$ cat src/rtl/sound_scheduler.sv
// Tone scheduler: edge-detects game events, queues one pending tone per class and plays them bad > good > dir with a silent gap.
// Optional macro SOUND_PREEMPT_EN: a bad event cuts short a playing good/dir tone.
module sound_scheduler #(
  parameter int DUR_GOOD   = 2000,
  parameter int DUR_BAD    = 4000,
  parameter int DUR_DIR    = 500,
  parameter int GAP_CYCLES = 100,
  parameter int CNT_W      = 16
) (
  input  logic       clk,
  input  logic       rst,
  input  logic       button_i,
  input  logic       goodColl_i,
  input  logic       badColl_i,
  input  logic [3:0] direction_i,
  output logic [1:0] tone_o,
  output logic       play_o,
  output logic       busy_o,
  output logic       mute_o
);

  typedef enum logic [1:0] {IDLE, PLAY, GAP} state_t;

  localparam logic [1:0] TONE_GOOD = 2'd1;
  localparam logic [1:0] TONE_BAD  = 2'd2;
  localparam logic [1:0] TONE_DIR  = 2'd3;

  localparam logic [CNT_W-1:0] LD_GOOD = CNT_W'(DUR_GOOD - 1);
  localparam logic [CNT_W-1:0] LD_BAD  = CNT_W'(DUR_BAD - 1);
  localparam logic [CNT_W-1:0] LD_DIR  = CNT_W'(DUR_DIR - 1);
  localparam logic [CNT_W-1:0] LD_GAP  = CNT_W'(GAP_CYCLES - 1);

  state_t           state;
  logic [CNT_W-1:0] cnt;
  logic             good_q, good_p, bad_q, bad_p, btn_q, btn_p;
  logic [3:0]       dir_q, dir_p;
  logic             pend_bad, pend_good, pend_dir;
  logic             evt_good, evt_bad, evt_dir, evt_btn, mute_enter;
  logic             eff_bad, eff_good, eff_dir;

  // Tone events are swallowed while muted so nothing queues up behind the mute.
  always_comb begin
    evt_btn    = btn_q & ~btn_p;
    evt_good   = good_q & ~good_p & ~mute_o;
    evt_bad    = bad_q & ~bad_p & ~mute_o;
    evt_dir    = (dir_q != 4'd0) && (dir_q != dir_p) && !mute_o;
    mute_enter = evt_btn & ~mute_o;
    eff_bad    = pend_bad | evt_bad;
    eff_good   = pend_good | evt_good;
    eff_dir    = pend_dir | evt_dir;
  end

  always_ff @(posedge clk) begin
    if (!rst) begin
      state     <= IDLE;
      cnt       <= '0;
      tone_o    <= 2'd0;
      play_o    <= 1'b0;
      busy_o    <= 1'b0;
      mute_o    <= 1'b0;
      pend_bad  <= 1'b0;
      pend_good <= 1'b0;
      pend_dir  <= 1'b0;
      good_q    <= 1'b0;
      good_p    <= 1'b0;
      bad_q     <= 1'b0;
      bad_p     <= 1'b0;
      btn_q     <= 1'b0;
      btn_p     <= 1'b0;
      dir_q     <= 4'd0;
      dir_p     <= 4'd0;
    end else begin
      good_q <= goodColl_i;
      good_p <= good_q;
      bad_q  <= badColl_i;
      bad_p  <= bad_q;
      btn_q  <= button_i;
      btn_p  <= btn_q;
      dir_q  <= direction_i;
      dir_p  <= dir_q;
      if (evt_btn) mute_o <= ~mute_o;

      if (mute_enter) begin
        state     <= IDLE;
        cnt       <= '0;
        tone_o    <= 2'd0;
        play_o    <= 1'b0;
        busy_o    <= 1'b0;
        pend_bad  <= 1'b0;
        pend_good <= 1'b0;
        pend_dir  <= 1'b0;
      end else begin
        // Same-edge events are folded in, so a clear never loses a fresh set.
        pend_bad  <= eff_bad;
        pend_good <= eff_good;
        pend_dir  <= eff_dir;
        case (state)
          IDLE: begin
            if (eff_bad) begin
              state    <= PLAY;
              cnt      <= LD_BAD;
              tone_o   <= TONE_BAD;
              play_o   <= 1'b1;
              busy_o   <= 1'b1;
              pend_bad <= 1'b0;
            end else if (eff_good) begin
              state     <= PLAY;
              cnt       <= LD_GOOD;
              tone_o    <= TONE_GOOD;
              play_o    <= 1'b1;
              busy_o    <= 1'b1;
              pend_good <= 1'b0;
            end else if (eff_dir) begin
              state    <= PLAY;
              cnt      <= LD_DIR;
              tone_o   <= TONE_DIR;
              play_o   <= 1'b1;
              busy_o   <= 1'b1;
              pend_dir <= 1'b0;
            end
          end
          PLAY: begin
`ifdef SOUND_PREEMPT_EN
            if (evt_bad && tone_o != TONE_BAD) begin
              cnt      <= LD_BAD;
              tone_o   <= TONE_BAD;
              pend_bad <= pend_bad;
            end else
`endif
            if (cnt == '0) begin
              state  <= GAP;
              cnt    <= LD_GAP;
              tone_o <= 2'd0;
              play_o <= 1'b0;
            end else begin
              cnt <= cnt - CNT_W'(1);
            end
          end
          GAP: begin
            if (cnt == '0) begin
              state  <= IDLE;
              busy_o <= 1'b0;
            end else begin
              cnt <= cnt - CNT_W'(1);
            end
          end
          default: state <= IDLE;
        endcase
      end
    end
  end

endmodule
$ cat config.mk
export PLATFORM = sky130hd
export DESIGN_NAME = sound_scheduler
export DESIGN_NICKNAME = d
export VERILOG_FILES = /design/src/rtl/sound_scheduler.sv
export SDC_FILE = /design/constraint.sdc
export NUM_CORES = 1
export LEC_CHECK = 0
export ABC_AREA = 1
export CORE_ASPECT_RATIO = 0.5
export CORE_MARGIN = 2
export CORE_UTILIZATION = 40
export CTS_BUF_LIST = sky130_fd_sc_hd__clkbuf_16
export DETAILED_ROUTE_END_ITERATION = 7
export GPL_TIMING_DRIVEN = 0
export PLACE_DENSITY = 0.63
export SYNTH_ARGS = -nofsm -noshare
export SYNTH_HDL_FRONTEND = slang
export SYNTH_SLANG_ARGS = --single-unit
$ cat constraint.sdc
create_clock -name clk -period 2.06 [get_ports clk]
set_clock_uncertainty 0.05 [all_clocks]
set_input_delay 0.309 -clock clk [delete_from_list [all_inputs] [get_ports clk]]
set_output_delay 0.309 -clock clk [all_outputs]
set_load 0.01 [all_outputs]
# Word level (Yosys, flattened, before mapping)
# Cells that the tools add are included.
# totals
regBits,40
latch_bits,0
ramBits,0
romBits,0
inputBits,9
out_inout_bits,5
wordCells,81
mem_count,0
# classes
add_sub_neg,1
multipliers,0
n_div,0
magnitude_cmp,0
n_eq_ne,7
shift,0
n_mux,27
n_bitwise,14
reduce_logical,15
# op_table
cell,count
$mux 16,5
$pmux 16 s3,1
$logic_not 16->1,1
$mux 2,8
$sub 16x1->16 const B,1
$reduce_and 3->1,4
$mux 1,9
$and 1x1->1,6
$ne 2x2->1 const B,3
$pmux 2 s3,1
$not 1->1,5
$ne 4x4->1,1
$ne 4x4->1 const B,1
$pmux 1 s2,2
$pmux 2 s2,1
$reduce_bool 2->1,2
$reduce_bool 4->1,1
$or 1x1->1,3
$reduce_bool 3->1,1
$reduce_or 3->1,1
$eq 2x1->1 const B,1
$eq 2x2->1 const B,1
$logic_and 1x1->1,2
$logic_not 2->1,1
2 further kinds,2

# Depth between registers and ports, before layout
# Gate-level depths: netlist of the first run.
# depth
ltp_word,8
depth_mapped,12
ltp_nobuf,12

# Worst setup path before layout of the first run
# Ideal clock, no wire load.
# synth_path
kind,register to register
from,reg state[0]
to,reg cnt[6]
setup_ns,0.113
arrival_time_ns,1.433
required_time_ns,1.897
slack_ns,0.464
path_stages_with_launch,12
n_path_buf,2
synth_period_minus_slack_ns,1.596
path_cell_list,dfxtp_1 inv_1 ha_1 buf_2 nand3b_1 nor2_1 nand3_2 nand2_4 inv_2 buf_6 o21ai_1 nor2_1
# synth_between
elab_chain_len,3
elab_cells_between_ends,8
cone_classes,4 x eq/ne; 1 x mux; 3 x reduce/logical
# synth_lines
element,line_no,text
"start, declared",33,state_t state;
"start signal, assigned",55,state <= IDLE;
"start signal, assigned",84,state <= IDLE;
"start signal, assigned",100,state <= PLAY;
$eq 2x2->1 (tied with other cells),97,case (state)
$ne 2x2->1 (no source line) (tied with other cells),-,
$reduce_and 3->1 (no source line),-,
"end signal, assigned",136,cnt <= cnt - CNT_W'(1);
"end signal, assigned",144,cnt <= cnt - CNT_W'(1);
"end, declared",34,logic [CNT_W-1:0] cnt;
# Parallel ways exist; a longest one is shown, timed or not.
# A chain may end at the register's enable or synchronous reset.

# Worst setup path in the final report of the first run
# Same ends and word-level chain as after synthesis.

==> metrics.md, run 1 <==
| Metric | Value |
|---|---|
| Port Buffers | `13` |
| Sum Neg Setup Slack | `0 ns` |
| Clk Latency, worst-skew pair | `0.28 ns` |
| Drt pass-1 iters | `4` |
| Post-synthesis cell count | `324` |
| Global route hottest layer | `met2` |
| Synth top area share | `37.6%` |
| Tot Pwr | `0.00373 W` |
| HP Class | `reg -> reg` |
| Root Buffer | `clkbuf_16` |
| First-pass GRT wire length | `7.55 mm` |
| Worst setup startpoint | `state[0]` |
| Power Density | `1500 nW/um^2` |
| Vias/cell | `4.63` |
| Syn. warnings | `0` |
| WHS | `0.373 ns` |
| TritonCTS Buffers | `5` |
| Most used cell, CP | `nor2_1` |
| Met2 Usage GRT | `25.3%` |
| R2r setup slk | `0.21 ns` |
| Gates resized, CTS repair | `0` |
| Drt total wl | `4.42 mm` |
| Vias in the first global route | `1,714` |
| Slew HR | `56.9%` |
| Total track usage | `16.1%` |
| Fin cells | `415` |
| CP Buf/Inv Count | `4` |
| Register area share after synthesis | `37.6%` |
| Final Max Tran Viols | `0` |
| Placer Congestion | `0.869` |
| WS Path Type | `reg -> reg` |
| CP Capture Type | `flop` |
| Initial Util | `42.4%` |
| Worst Path Required | `2.19 ns` |
| RSZ-0062 raised after global routing | `no` |
| CTS tree | `built` |
| Iter 0 DRT Violations | `46` |
| Die ar. | `5960 sq um` |
| Yosys reg bits | `40` |
| Total Nets Final | `358` |
| Worst-Margin Slew | `0.644 ns` |
| Core Area | `5020 sq um` |
| Most frequent cells in the layout | `nand2_1, inv_1, nor2_1` |
| Family with the most delay on the worst path | `simple AND/OR/NAND/NOR gates` |
| GRT met1 Usage | `21.2%` |
| Initial antenna violation count | `0` |
| Clk slew on worst S/H paths | `0.06 ns` |
| CP max stage delay | `0.34 ns` |
| Slowest CP cell | `dfxtp_1` |
| Post-synth cell types | `30` |
| Die Ht | `55.6 microns` |
| Final ANT Viol Nets | `0` |
| Final min period | `1.85 ns` |
| Overall via count from detail_route | `1,920` |
| Remaining Overflow, GRT | `0` |
| Synth Area per Inst | `6.58 sq um` |
| M3 GR Usage | `4.22%` |
| Rows | `18` |
| # H-tree levels | `2` |
| Die X | `107 microns` |
| Post-CTS Hold Fix Bufs | `0` |
| Critical Path Start Type | `flop` |
| Mapped Area | `2130 sq um` |
| Area Overhead vs Synth | `17.0%` |
| Placed insts | `407` |
| Largest net degree at the start of global routing | `14` |
| Clock tree buffer depth | `2` |
| Detailed Place HPWL | `3.37 mm` |
| Fin crit share | `89.7%` |
| Share of cells above drive strength 1 | `8.70%` |
| Worst-case vdd ir drop | `474 uV` |
| Critical Path AT | `1.98 ns` |
| Final setup violation count | `0` |
| Commonest non-fill, non-tap cell in the layout | `nand2_1` |
| N_diodes | `0` |
| Achievable Freq | `541 MHz` |
| Ports | `14` |
| Sink Count | `40` |
| Top post-synthesis cells by area | `dfxtp_1, nand2_1, inv_1, nor2_1, nand3_1` |
| CP max FO | `10` |
| Max-Cap Viols | `0` |
| # Post-CTS Setup Buffers | `0` |
| Final Hold Viols | `0` |
| Area leader, netlist | `dfxtp_1` |
| Status | `completed` |
| Residual DRC count | `0` |
| Hold_sp | `good_q` |
| R2R Path Start | `state[0]` |
| DR WL/cell | `10.7 microns` |
| Leak | `1.22 nW` |
| Crit path cell chain | `inv_1 -> ha_1 -> buf_2 -> nand3b_1 -> nor2_1 -> nand3_2 -> nand2_4 -> inv_2 -> buf_6 -> o21ai_1 -> nor2_1` |
| Syn Nets | `338` |
kinds of logic after synthesis:
family                     Yosys count  share of synthesized area [%]
xor gates and xnor gates             8                           3.29
AOI/OAI and AO/OA                   34                           8.98
adders and majority gates            5                           2.94
DFF                                 40                           37.6
and+or+nand+nor                    180                           36.3
buffers and inverters               57                           10.9
where the power goes:
group          switching [W]  internal [W]
Combinational        0.00117      0.000696
Clock               0.000307      0.000444
Sequential          0.000163      0.000949
Total                0.00164       0.00209
routing by layer:
| metal | vias to the layer above | part of all wire (%) |
|---|---|---|
| met3 | 2 | 5.0 |
| met2 | 33 | 47 |
| met4 | 0 | 0.93 |
| li1 | 1041 | - |
| met1 | 844 | 47 |
| met5 | - | 0 |
final cells by class:
cell class,count,area (sq um)
well taps,70,87.6
clock inverters,3,18.8
fillers,511,2530
multi-input cells,227,1100
repair buffers,13,130
clock buffers,5,125
plain buffers,7,45.0
flip-flops and latches,40,801
inverters,50,188
worst register-to-register path, delay by kind of cell, from the launching register on:
kind | cells | cell delay (ns)
and+or+nand+nor | 5 | 0.61
buffers and inverters | 4 | 0.47
AOI/OAI and AO/OA | 1 | 0.13
DFF | 1 | 0.34
adders and majority gates | 1 | 0.14
cells in the mapped netlist:
master and instances:
dfxtp_1 40, nor2_2 4, xor2_1 7, nand3_2 1
or2_2 1, a21boi_0 1, nor2_4 1, a21oi_1 12
nand3_1 14, buf_2 3, a211oi_1 1, a21oi_2 3
inv_1 47, clkbuf_1 2, nand2_4 1, ha_1 5
nand3b_1 3, nor2_1 44, xnor2_1 1, o21bai_1 1
nor3_1 2, o21ai_1 5, nand4_1 8, and3_1 1
a31oi_1 2, nand2_2 4, inv_2 3, buf_6 2
o21ai_0 9, nand2_1 96
flip-flops by register name (all words and copies together) (netlist names):
| signal | count |
|---|---|
| btn_p | 1 |
| dir_q | 4 |
| state | 2 |
| play_o | 1 |
| tone_o | 2 |
| bad_q | 1 |
| pend_dir | 1 |
| pend_bad | 1 |
| mute_o | 1 |
| dir_p | 4 |
| good_q | 1 |
| busy_o | 1 |
| btn_q | 1 |
| good_p | 1 |
| bad_p | 1 |
| cnt | 16 |
| pend_good | 1 |
path summary, 6_finish.rpt:
check / cells past startpoint / to
max reg2reg: 11 / cnt[6]
min reg2reg: 2 / good_p
min: 2 / good_p
max: 11 / cnt[6]
metrics by stage:
step	area [sq um]	util, %	setup slack [ns]
after global placement	2350	46.8	0.138
after floorplan	2130	-	0.464
final	2490	49.6	0.212
after detailed placement	2350	46.8	0.136
after global routing	2490	49.6	0.00573
after CTS	2490	49.6	0.185
(Power assumes the default switching activity.)
==> run 2, diff against run 1 <==
--- a/config.mk
+++ b/config.mk
@@ -13,6 +13,7 @@
 export DETAILED_ROUTE_END_ITERATION = 7
 export GPL_TIMING_DRIVEN = 0
 export PLACE_DENSITY = 0.63
+export RECOVER_POWER = 100
 export SYNTH_ARGS = -nofsm -noshare
 export SYNTH_HDL_FRONTEND = slang
 export SYNTH_SLANG_ARGS = --single-unit
==> run 2 against run 1 <==
Compared with the run above:
- critical path depth is the same
- fmax shrank 2.5%
- core utilization shrank 0.15 points
- critical path type unchanged
- via count shrank 0.26%
- highest routed layer unchanged
- clock-buffer cell count is the same
- sequential power is essentially flat
- routed wire length grew 0.29%
==> metrics.md, run 2 (synthesized netlist as in run 1, its figures left out) <==
| Metric | Value |
|---|---|
| Iter 0 DRT Violations | `50 (+8.7%)` |
| Sum Neg Setup Slack | `0 ns (unchanged)` |
| Cells on worst reg2reg path | `11 (unchanged)` |
| Area Overhead vs Synth | `16.6%` |
| RSZ-0062 raised after global routing | `no` |
| Commonest non-fill, non-tap cell in the layout | `nand2_1` |
| Die ar. | `5960 sq um (unchanged)` |
| Max reg flops | `16 (unchanged)` |
| Vias/cell | `4.61 (-0.26%)` |
| # H-tree levels | `2 (unchanged)` |
| Post-CTS Hold Fix Bufs | `0 (unchanged)` |
| First-pass GRT wire length | `7.55 mm (unchanged)` |
| Regs by FF count | `cnt x16, dir_p x4, dir_q x4` |
| Detailed Place HPWL | `3.37 mm (unchanged)` |
| Hold Path Sink | `good_p` |
| Slew HR | `57.9% (+1.1 points)` |
| Ports | `14 (unchanged)` |
| Family with the most delay on the worst path | `simple AND/OR/NAND/NOR gates` |
| Worst slack at placement | `0.136 ns (unchanged)` |
| Cell Area, Placed | `2350 sq um (unchanged)` |
| Most frequent cells in the layout | `nand2_1, inv_1, nor2_1` |
| Fin crit share | `92.0% (+2.3 points)` |
| DR WL/cell | `10.7 microns (+0.29%)` |
| Root Buffer | `clkbuf_16` |
| Clk Latency, worst-skew pair | `0.28 ns (about the same)` |
| Sink Count | `40 (unchanged)` |
| Critical Path Start Type | `flop` |
| Overall via count from detail_route | `1,915 (-0.26%)` |
| # Post-CTS Setup Buffers | `0 (unchanged)` |
| Status | `completed` |
| Clock tree buffer depth | `2 (unchanged)` |
| Crit path cell chain | `inv_1 -> ha_1 -> buf_2 -> nand3b_1 -> nor2_1 -> nand3_2 -> nand2_4 -> inv_1 -> buf_6 -> o21ai_0 -> nor2_1` |
| Slowest CP cell | `dfxtp_1` |
| Final Core Density | `49.5% (-0.15 points)` |
| HP Class | `reg -> reg` |
| Share of cells above drive strength 1 | `7.54% (-1.2 points)` |
| Vias in the first global route | `1,714 (unchanged)` |
| Initial Util | `42.4% (unchanged)` |
| Final Hold Viols | `0 (unchanged)` |
| Biggest register | `cnt` |
| Worst Path Required | `2.19 ns (about the same)` |
| R2r setup slk | `0.17 ns (-0.05 ns)` |
| Critical Path AT | `2.02 ns (+0.04 ns)` |
| Hold_sp | `good_q` |
| Rows | `18 (unchanged)` |
| Drt pass-1 iters | `4 (unchanged)` |
| Hold Crit Depth | `2 (unchanged)` |
| CP max FO | `10 (unchanged)` |
| Final Max Tran Viols | `0 (unchanged)` |
| R2R Path Start | `state[0]` |
| Achievable Freq | `528 MHz (-2.5%)` |
| CP Buf/Inv Count | `4 (unchanged)` |
| Gates resized, CTS repair | `0 (unchanged)` |
| Power Density | `1490 nW/um^2 (-0.63%)` |
| Die X | `107 microns (unchanged)` |
| CP max stage delay | `0.34 ns (about the same)` |
| Design Area, Final | `2480 sq um (-0.30%)` |
| Worst-case vdd ir drop | `472 uV (-0.51%)` |
| Die Ht | `55.6 microns (unchanged)` |
| Largest net degree at the start of global routing | `14 (unchanged)` |
| Clk slew on worst S/H paths | `0.06 ns (about the same)` |
| Total track usage | `16.1% (unchanged)` |
| TritonCTS Buffers | `5 (unchanged)` |
| CTS tree | `built` |
| WHS | `0.373 ns (unchanged)` |
| Worst setup margin | `0.165 ns (-0.0468 ns)` |
| Final min period | `1.89 ns (+0.0468 ns)` |
| N_diodes | `0 (unchanged)` |
| Max-Cap Viols | `0 (unchanged)` |
| Final ANT Viol Nets | `0 (unchanged)` |
| Residual DRC count | `0 (unchanged)` |
| Placer Congestion | `0.869 (unchanged)` |
| Total Nets Final | `358 (unchanged)` |
| WS Path Type | `reg -> reg` |
| Worst flop-to-flop path endpoint | `cnt[10]` |
| Worst-Margin Slew | `0.628 ns (-0.0161 ns)` |
| Initial antenna violation count | `0 (unchanged)` |
| Port Buffers | `13 (unchanged)` |
| Final setup violation count | `0 (unchanged)` |
| Core Area | `5020 sq um (unchanged)` |
| Leak | `1.23 nW (+1.0%)` |
| Drt total wl | `4.43 mm (+0.29%)` |
| CP Capture Type | `flop` |
| Remaining Overflow, GRT | `0 (unchanged)` |
==> run 2: per-stage QoR <==
stage | instances | total power, W
2_1_floorplan | 324 | 0.00254
3_3_place_gp | 407 | 0.00293
3_5_place_dp | 407 | 0.00299
4_1_cts | 415 | 0.00376
5_1_grt | 415 | 0.00404
6_report | 415 | 0.00369
==> run 2: per-layer routing <==
metal,vias up,routed length [microns],GRT usage [%]
li1,1038,-,-
met1,846,2130,21.2
met2,27,2080,25.3
met3,4,170,4.22
met4,0,51,6.12
met5,-,0,0
==> run 2: layout make-up <==
cell class                 count  area (sq um)
multi-input combinational    227          1090
buffer                         7          45.0
timing repair buffer          13           130
sequential                    40           801
fill                         511          2540
tap                           70          87.6
inverter                      50           188
clock inverter                 3          18.8
clock buffer                   5           125
==> run 2: power by group <==
part	internal, W	total, W	switching (W)	leakage, nW
clock network	0.000444	0.000749	0.000306	0.0635
logic	0.000676	0.00183	0.00116	0.840
registers	0.000949	0.00111	0.000160	0.330
==> run 2: worst reg2reg max path, stage by stage (launching register included) <==
cell and delay, ns:
dfxtp_1 0.34, inv_1 0.09, ha_1 0.14, buf_2 0.18
nand3b_1 0.11, nor2_1 0.17, nand3_2 0.17, nand2_4 0.11
inv_1 0.09, buf_6 0.16, o21ai_0 0.14, nor2_1 0.05
==> run 2: worst max-delay path by stage <==
stage | from | end | cells after the start
2_1_floorplan | state[0] | cnt[6] | 11
3_3_place_gp | rst | play_o | 4
3_5_place_dp | rst | tone_o[0] | 4
4_1_cts | state[0] | cnt[6] | 11
5_1_grt | state[0] | cnt[3] | 11
6_report | state[0] | cnt[10] | 11
==> run 3, diff against run 2 <==
--- a/config.mk
+++ b/config.mk
@@ -11,8 +11,9 @@
 export CORE_UTILIZATION = 40
 export CTS_BUF_LIST = sky130_fd_sc_hd__clkbuf_16
 export DETAILED_ROUTE_END_ITERATION = 7
+export DONT_BUFFER_PORTS = 1
 export GPL_TIMING_DRIVEN = 0
-export PLACE_DENSITY = 0.63
+export PLACE_DENSITY = 0.59
 export RECOVER_POWER = 100
 export SYNTH_ARGS = -nofsm -noshare
 export SYNTH_HDL_FRONTEND = slang
==> run 3 against run 2 <==
Compared with the run above:
- combinational power fell by 3%
- fmax fell by 1.3%
- register-to-register slack got worse by 0.03 ns
- non-clock buffer count fell by 13
- die area did not move
- core utilization fell by 1.9 points
- cell count fell by 3.1%
- critical path type unchanged
- critical endpoint is now cnt[6]
==> metrics.md, run 3 (synthesized netlist as in run 1, its figures left out) <==
| Metric | Value |
|---|---|
| Final min period | `1.92 ns (+0.0252 ns)` |
| HP Class | `in -> reg` |
| Critical Path Start Type | `flop` |
| Worst Path Required | `2.19 ns (about the same)` |
| Detailed Place HPWL | `3.35 mm (-0.44%)` |
| WHS | `0.0631 ns (-0.309 ns)` |
| Leak | `1.19 nW (-3.3%)` |
| Initial antenna violation count | `0 (unchanged)` |
| TritonCTS Buffers | `5 (unchanged)` |
| Final Core Density | `47.5% (-1.9 points)` |
| Area Overhead vs Synth | `12.0%` |
| Total track usage | `16.6% (+0.53 points)` |
| N_diodes | `0 (unchanged)` |
| Core Area | `5020 sq um (unchanged)` |
| Most frequent cells in the layout | `nand2_1, inv_1, nor2_1` |
| Sink Count | `40 (unchanged)` |
| Vias in the first global route | `1,734 (+1.2%)` |
| Footprint of the multi-input gates | `1090 sq um (+0.34%)` |
| Final Max Tran Viols | `0 (unchanged)` |
| Residual DRC count | `0 (unchanged)` |
| Critical Path AT | `2.05 ns (+0.03 ns)` |
| Iter 0 DRT Violations | `88 (+76%)` |
| # H-tree levels | `2 (unchanged)` |
| Clk slew on worst S/H paths | `0.06 ns (about the same)` |
| CP max FO | `10 (unchanged)` |
| Achievable Freq | `521 MHz (-1.3%)` |
| Die X | `107 microns (unchanged)` |
| Die Ht | `55.6 microns (unchanged)` |
| Overall via count from detail_route | `1,904 (-0.57%)` |
| Ports | `14 (unchanged)` |
| Placer Congestion | `0.840 (-3.4%)` |
| Max reg flops | `16 (unchanged)` |
| Final ANT Viol Nets | `0 (unchanged)` |
| Post-CTS Hold Fix Bufs | `0 (unchanged)` |
| RSZ-0062 raised after global routing | `no` |
| Regs by FF count | `cnt x16, dir_p x4, dir_q x4` |
| Family with the most delay on the worst path | `simple AND/OR/NAND/NOR gates` |
| Status | `completed` |
| Crit path cell chain | `inv_1 -> ha_1 -> buf_2 -> nand3b_1 -> nor2_1 -> nand3_2 -> nand2_4 -> inv_2 -> buf_6 -> o21ai_0 -> nor2_1` |
| Worst-case vdd ir drop | `546 uV (+16%)` |
| Initial Util | `42.4% (unchanged)` |
| Rows | `18 (unchanged)` |
| CP Buf/Inv Count | `4 (unchanged)` |
| DR WL/cell | `11.5 microns (+7.3%)` |
| Cells on worst reg2reg path | `11 (unchanged)` |
| # Post-CTS Setup Buffers | `0 (unchanged)` |
| Remaining Overflow, GRT | `0 (unchanged)` |
| Max-Cap Viols | `0 (unchanged)` |
| Worst-Margin Slew | `0.689 ns (+0.0608 ns)` |
| Drt total wl | `4.61 mm (+3.9%)` |
| Die ar. | `5960 sq um (unchanged)` |
| Hold_sp | `rst` |
| Share of cells above drive strength 1 | `8.73% (+1.2 points)` |
| Vias/cell | `4.74 (+2.6%)` |
| Sum Neg Setup Slack | `0 ns (unchanged)` |
| Clk Latency, worst-skew pair | `0.29 ns (about the same)` |
| Root Buffer | `clkbuf_16` |
| R2r setup slk | `0.14 ns (-0.03 ns)` |
| WS Path Type | `reg -> reg` |
| Hold Path Sink | `dir_q[1]` |
| CTS tree | `built` |
| Slowest CP cell | `dfxtp_1` |
| Biggest register | `cnt` |
| Hold Crit Depth | `2 (unchanged)` |
| First-pass GRT wire length | `7.73 mm (+2.4%)` |
| CP Capture Type | `flop` |
| Final setup violation count | `0 (unchanged)` |
| Gates resized, CTS repair | `0 (unchanged)` |
| FILL cells | `525 (+2.7%)` |
| Power Density | `1600 nW/um^2 (+7.3%)` |
| Largest net degree at the start of global routing | `15 (+1)` |
| Fin crit share | `93.2% (+1.2 points)` |
| Total Nets Final | `345 (-3.6%)` |
| Slew HR | `53.9% (-4.1 points)` |
| Drt pass-1 iters | `4 (unchanged)` |
| CP max stage delay | `0.35 ns (about the same)` |
| Clock tree buffer depth | `2 (unchanged)` |
| Port Buffers | `0 (-13)` |
| Worst flop-to-flop path endpoint | `cnt[6]` |
| R2R Path Start | `state[1]` |
| Most used cell, CP | `nor2_1` |
| Commonest non-fill, non-tap cell in the layout | `nand2_1` |
| Final Hold Viols | `0 (unchanged)` |
| Register area | `801 sq um (unchanged)` |
## run 3: metrics by stage
stage          setup WS [ns]  total power (W)  area [sq um]  cells
2_1_floorplan          0.464          0.00254          2130    324
3_3_place_gp           0.273          0.00286          2220    394
3_5_place_dp           0.226          0.00290          2220    394
4_1_cts                0.179          0.00383          2390    402
5_1_grt               0.0228          0.00415          2390    402
6_report               0.140          0.00381          2390    402
## run 3: routing by layer
layer	vias up	share of wire (%)	global-route usage [%]
li1	1013	-	-
met1	845	50	21.8
met2	36	44	25.9
met3	10	3.6	4.68
met4	0	2.1	6.49
met5	-	0	0
## run 3: cell type report
type                    instances  share of cell area, %
plain buffers                   7                   1.89
clock buffers                   5                   5.24
clock inverters                 3                   1.99
inverters                      50                   7.86
multi-input cells             227                   45.8
flip-flops and latches         40                   33.5
well taps                      70                   3.67
## run 3: power by group
part / internal (W) / switching (W)
clock network: 0.000576 / 0.000330
registers: 0.000949 / 0.000184
logic: 0.000619 / 0.00115
total: 0.00214 / 0.00166
## run 3: worst max path at each step
stage               startpoint     end  slack (ns)  depth (start not counted)
finish                state[1]  cnt[6]        0.14                         11
CTS                   state[0]  cnt[9]        0.18                         11
floorplan             state[0]  cnt[6]        0.46                         11
global placement        mute_o  cnt[2]        0.27                          7
detailed placement    state[0]  cnt[9]        0.23                         11
global route          state[0]  cnt[6]        0.02                         11
